File: config.mk
export PLATFORM = sky130hd
export DESIGN_NAME = regfile_wb_scheduler
export DESIGN_NICKNAME = d
export VERILOG_FILES = /design/src/rtl/regfile_pkg.sv /design/src/rtl/regfile_wb_scheduler_rr_arbiter2.sv /design/src/rtl/regfile_wb_scheduler.sv
export SDC_FILE = /design/constraint.sdc
export NUM_CORES = 1
export LEC_CHECK = 0
export ABC_AREA = 1
export CORE_UTILIZATION = 33
export DETAILED_ROUTE_END_ITERATION = 8
export GPL_TIMING_DRIVEN = 0
export PLACE_DENSITY = 0.62
export SYNTH_ARGS = -nofsm -noshare
export SYNTH_HDL_FRONTEND = slang
export SYNTH_SLANG_ARGS = --single-unit
File: constraint.sdc
create_clock -name clk -period 7.5 [get_ports clk]
set_input_delay 1.125 -clock clk [delete_from_list [all_inputs] [get_ports clk]]
set_output_delay 1.125 -clock clk [all_outputs]
set_load 0.01 [all_outputs]
File: src/rtl/regfile_pkg.sv
// Shared definitions for the register-file writeback scheduler slice.
package regfile_pkg;

  localparam int unsigned DATA_WIDTH_DEF = 32;
  localparam int unsigned ADDR_WIDTH_DEF = 5;

  typedef enum logic {
    GRANT_ALU = 1'b0,
    GRANT_MEM = 1'b1
  } grant_e;

  localparam int unsigned REG_ZERO = 0;

endpackage

File: src/rtl/regfile_wb_scheduler_rr_arbiter2.sv
// Two-requester round-robin arbiter; a tie goes to whoever did not win last.
module rr_arbiter2
  import regfile_pkg::*;
(
  input  logic clk,
  input  logic rst,
  input  logic req_alu,
  input  logic req_mem,
  output logic grant_alu,
  output logic grant_mem
);

  grant_e last_grant, last_grant_next;

  always_ff @(posedge clk or posedge rst) begin
    if (rst) begin
      last_grant <= GRANT_MEM;
    end else begin
      last_grant <= last_grant_next;
    end
  end

  always_comb begin
    grant_alu       = 1'b0;
    grant_mem       = 1'b0;
    last_grant_next = last_grant;
    if (!rst) begin
      unique case ({req_alu, req_mem})
        2'b10:   grant_alu = 1'b1;
        2'b01:   grant_mem = 1'b1;
        2'b11: begin
          if (last_grant == GRANT_MEM) grant_alu = 1'b1;
          else                         grant_mem = 1'b1;
        end
        default: ;
      endcase
      if (grant_alu) last_grant_next = GRANT_ALU;
      if (grant_mem) last_grant_next = GRANT_MEM;
    end
  end

endmodule

File: src/rtl/regfile_wb_scheduler.sv
// Write-port scheduler and busy-register scoreboard in front of the 32x32
// register file: arbitrates ALU/MEM writebacks and stalls issue on RAW/WAW.
module regfile_wb_scheduler
  import regfile_pkg::*;
#(
  parameter int unsigned DATA_WIDTH = DATA_WIDTH_DEF,
  parameter int unsigned ADDR_WIDTH = ADDR_WIDTH_DEF
) (
  input  logic                  clk,
  input  logic                  reset,
  input  logic                  iIssueValid,
  input  logic [ADDR_WIDTH-1:0] iRs1,
  input  logic                  iRs1En,
  input  logic [ADDR_WIDTH-1:0] iRs2,
  input  logic                  iRs2En,
  input  logic [ADDR_WIDTH-1:0] iRd,
  input  logic                  iRdEn,
  output logic                  oStall,
  input  logic                  iAluValid,
  input  logic [ADDR_WIDTH-1:0] iAluAddr,
  input  logic [DATA_WIDTH-1:0] iAluData,
  output logic                  oAluAck,
  input  logic                  iMemValid,
  input  logic [ADDR_WIDTH-1:0] iMemAddr,
  input  logic [DATA_WIDTH-1:0] iMemData,
  output logic                  oMemAck,
  output logic                  oWe,
  output logic [ADDR_WIDTH-1:0] oWAddr,
  output logic [DATA_WIDTH-1:0] oWData,
  output logic [ADDR_WIDTH:0]   oPendingCnt,
  output logic                  oWbErr
);

  localparam int unsigned NUM_REGS = 2 ** ADDR_WIDTH;
  localparam logic [ADDR_WIDTH-1:0] ZERO_ADDR = ADDR_WIDTH'(REG_ZERO);

  logic [NUM_REGS-1:0]   busy, busy_next;
  logic [ADDR_WIDTH:0]   cnt_next;
  logic                  grant_alu, grant_mem;
  logic                  wb_valid;
  logic [ADDR_WIDTH-1:0] wb_addr;
  logic [DATA_WIDTH-1:0] wb_data;
  logic                  issue_fire;

  rr_arbiter2 u_arb (
    .clk       (clk),
    .rst       (reset),
    .req_alu   (iAluValid),
    .req_mem   (iMemValid),
    .grant_alu (grant_alu),
    .grant_mem (grant_mem)
  );

  assign oAluAck  = grant_alu;
  assign oMemAck  = grant_mem;
  assign wb_valid = grant_alu | grant_mem;
  assign wb_addr  = grant_mem ? iMemAddr : iAluAddr;
  assign wb_data  = grant_mem ? iMemData : iAluData;

  always_comb begin
    oStall = 1'b0;
    if (!reset && iIssueValid) begin
      oStall = (iRs1En && busy[iRs1]) ||
               (iRs2En && busy[iRs2]) ||
               (iRdEn  && busy[iRd]);
    end
  end

  assign issue_fire = iIssueValid & ~oStall;

  // Clear from the write landing this cycle, then set from issue so set wins.
  always_comb begin
    busy_next = busy;
    if (oWe) busy_next[oWAddr] = 1'b0;
    if (issue_fire && iRdEn && (iRd != ZERO_ADDR)) busy_next[iRd] = 1'b1;
    busy_next[REG_ZERO] = 1'b0;
  end

  always_comb begin
    cnt_next = '0;
    for (int unsigned i = 0; i < NUM_REGS; i++) begin
      cnt_next = cnt_next + {{ADDR_WIDTH{1'b0}}, busy_next[i]};
    end
  end

  always_ff @(posedge clk or posedge reset) begin
    if (reset) begin
      busy        <= '0;
      oWe         <= 1'b0;
      oWAddr      <= '0;
      oWData      <= '0;
      oPendingCnt <= '0;
      oWbErr      <= 1'b0;
    end else begin
      busy        <= busy_next;
      oPendingCnt <= cnt_next;
      oWe         <= wb_valid && (wb_addr != ZERO_ADDR);
      if (wb_valid) begin
        oWAddr <= wb_addr;
        oWData <= wb_data;
        if ((wb_addr != ZERO_ADDR) && !busy[wb_addr]) oWbErr <= 1'b1;
      end
    end
  end

endmodule

==> flow_results.org <==
** Critical path
- In this design, the critical path's most frequently occurring cell is sky130_fd_sc_hd__fa_1.
- Counting cells, the worst reg-to-reg path comes to 28.
- Cell family with the largest share of critical-path delay :: adder cells
- Category of the worst setup path capture point :: flop
- Startpoint types :: input port
- Maximum net fanout on the critical path :: 10
- CP Depth :: 26
- The worst setup path is of the in -> reg kind.
- Arr. time, crit path :: 7.36 ns
- Crit path buf inv count :: 10
- Max incr delay on CP :: 0.54 ns
- Data on the critical path is required at its endpoint by 7.77 ns.
- The slowest stage of the critical path belongs to the cell sky130_fd_sc_hd__clkdlybuf4s50_1.

** Synth
- A synthesized cell averages 6.744 um2.
- The number of nets in the synthesized netlist is 1024.
- Syn. warnings :: 0
- Of the synthesized area, sequential elements account for 0.3187.
- The netlist uses 31 different library cells.
- In this run the cell area of the synthesized design comes to 6050 um2.
- After synthesis the netlist holds a flip-flop and latch count of 77.
- Synthesis handed over a netlist of 897 instances.

** CTS
- Buffer count from post-CTS setup fixing :: 0
- Clock tree synthesis selected as its root buffer the cell sky130_fd_sc_hd__clkbuf_16.
- Resized cells post-CTS :: 0
- For the worst-skew pair, the clock arrives at the later sink with an insertion delay of 0.35 ns.
- Clock tree from TritonCTS :: done
- Number of buffers added to fix hold violations after cts :: 0
- The number of clock buffers added by TritonCTS is 9.
- # H-tree levels :: 3
- Maximum number of buffers from clock root to sink :: 2
- Count of clock tree sinks :: 77
- Clock slew seen by the registers of the worst setup and hold paths :: 0.07 ns

** Global routing
- The number of global-route vias before repair came to 5969.
- Entering global routing, the biggest net connects 53 pins.
- The initial antenna violation count was 0.
- All-Layer GR Usage :: 0.2381
- The first global-routing pass estimated 33.40 mm of wire.
- Grt ovf :: 0

** STA
- Shortest period the worst path allows :: 7.089 ns
- The worst path meets setup with 0.4114 ns of slack.
- At the pin with the least slew margin, the transition time is 0.6392 ns.
- Of the available clock period, the critical path in the final layout requires 0.9451.
- The hold violation total from the final report is 0.
- The max-slew violation total from the final report was 0.
- On the final layout, the worst clock skew is 0.01233 ns.
- For this run, the top clock speed supported by timing is 141.1 MHz.
- Setup repair after global routing left no endpoint under its margin.
- Final setup violation count :: 0
- Worst max-slew margin expressed relative to the limit :: 0.5739

** Floorplan
- Horizontal die dimension :: 137.4 um
- Total number of placement rows :: 49
- For this configuration, the core starts out at a cell density of 0.3368.
- Vertical die dimension :: 137.4 um
- The core region is 17960 um2.
- The floorplan step defined a die boundary enclosing 18880 um2.
- Count of pins on the block boundary :: 145

** Hold path
- Number of instances on the worst hold path :: 2
- Path type of the worst min-delay path :: reg -> reg

** Layout
- Total of fill cells in the finished design :: 1863
- At the end of the flow, the number of nets in the layout was 1176.
- 0 antenna diodes ended up in the layout.
- Relative to the synthesized area, the layout overhead comes to 33.59%.
- The sequential cells in the finished layout cover a total of 1928 um2.
- Final instance area :: 8082 um2
- Share of layout cells above drive strength 1 :: 0.09203
- Summing all multi-input logic gate instances after layout gives 3390 um2.

** Outcome
- The final reports fail on DRC.
- The flow ran to the end, but the final reports show violations.

** Placed design
- In this run the cell area measured after placement is 7767 um2.
- HPWL after detailed placement :: 17.02 mm
- Worst-case setup slack after placement :: -0.0007074 ns
- Input and output buffers added on the ports amount to 140.
- Final weighted congestion of routability-driven global placement :: 0.9292

** Route
- Detailed routing inserted a total of 6412 vias.
- Number of remaining DRC errors :: 2
- Total iterations of the first detailed-routing run :: 7
- Via-per-instance ratio :: 4.998
- Once detail routing completed, the nets flagged for antenna violations numbered 0.
- After the first detailed-routing iteration, the DRC count stood at 558.
- Total routed wirelength :: 21.61 mm
- Average wire length per cell after detail routing :: 16.84 um

** Job
- Across the run, the number of max-cap violations was 0.
[cells in the mapped netlist (all sizes together)]
master,instances,area [um2]
a21oi,42,210.2
fa,23,460.4
nand2,255,1007
a21boi,1,7.510
dfstp,1,26.28
o21ai,78,397.9
a41oi,1,8.760
nor3,16,80.08
inv,134,503.0
dfrtp,76,1902
o211ai,4,30.03
ha,7,87.58
or2,3,18.77
nor2,87,329.1
clkbuf,13,48.80
nand3b,1,7.510
buf,24,180.2
xor2,3,26.28
o21a,1,7.510
nand3,127,710.7
[cell type report]
cell class,count,area share
multi-input combinational,649,0.4194
sequential,77,0.2386
timing repair buffer,141,0.1768
inverter,134,0.06255
tap,229,0.03545
clock buffer,10,0.02957
buffer,37,0.02833
clock inverter,6,0.009289
[state kept, by name, summed over array words and instances, names as in the netlist]
register,flops
oPendingCnt,6
oWbErr,1
busy,31
oWe,1
u_arb.last_grant,1
oWData,32
oWAddr,5
[final timing paths]
path / start / to / slack (ns)
worst max-delay path: iRd[0] / oPendingCnt[4]$_DFF_PP0_ / 0.41
worst max register to register: busy[3]$_DFF_PP0_ / oPendingCnt[4]$_DFF_PP0_ / 1.49
max in group asynchronous: reset / u_arb.last_grant$_DFFE_PP1P_ / 5.70
min in group asynchronous: reset / busy[1]$_DFF_PP0_ / 1.15
worst min register to register: oWbErr$_DFFE_PP0P_ / oWbErr$_DFFE_PP0P_ / 0.46
worst min-delay path: oWbErr$_DFFE_PP0P_ / oWbErr$_DFFE_PP0P_ / 0.46
[worst min-delay path, cell delays in order (launching register included)]
cell,delay (ns)
sky130_fd_sc_hd__dfrtp_1,0.34
sky130_fd_sc_hd__inv_1,0.04
sky130_fd_sc_hd__nand2_1,0.05
[placed cells by master, fill, tap and decap left out, drive strengths merged, types with 25 or more instances in the layout]
cell type / netlist / final
a21oi: 42 / 42
dfrtp: 76 / 76
o21ai: 78 / 78
clkdlybuf4s50: 0 / 140
buf: 24 / 25
inv: 134 / 138
nand3: 127 / 127
nand2: 255 / 255
nor2: 87 / 87
[stage by stage]
stage | hold slack (ns) | util | setup TNS [ns] | instances
finish | 0.4639 | 0.4499 | 0 | 1283
global route | 0.4946 | 0.4499 | 0 | 1283
CTS | 0.4743 | 0.4499 | 0 | 1283
detailed placement | 0.4556 | 0.4324 | -0.0007074 | 1267
global placement | 0.4484 | 0.4307 | 0 | 1266
floorplan | 0.4835 | - | 0 | 897
[metal layers]
metal | track usage | wire length, um
met2 | 0.3844 | 10320
met5 | 0 | 0
met4 | 0.07021 | 454
met1 | 0.3224 | 9616
met3 | 0.04341 | 1219
[cell families (layout without fill, tap and decap cells)]
group / count (synthesis) / in the layout / share of synthesized area
AOI/OAI and AO/OA: 127 / 127 / 0.1094
xor gates and xnor gates: 3 / 3 / 0.004344
adders and majority gates: 30 / 30 / 0.09059
buffers and inverters: 171 / 328 / 0.1210
DFF: 77 / 77 / 0.3187
and+or+nand+nor: 489 / 489 / 0.3559
Power is not shown: default switching activity piles up to over one toggle a cycle in this logic, so the estimate is an artifact.
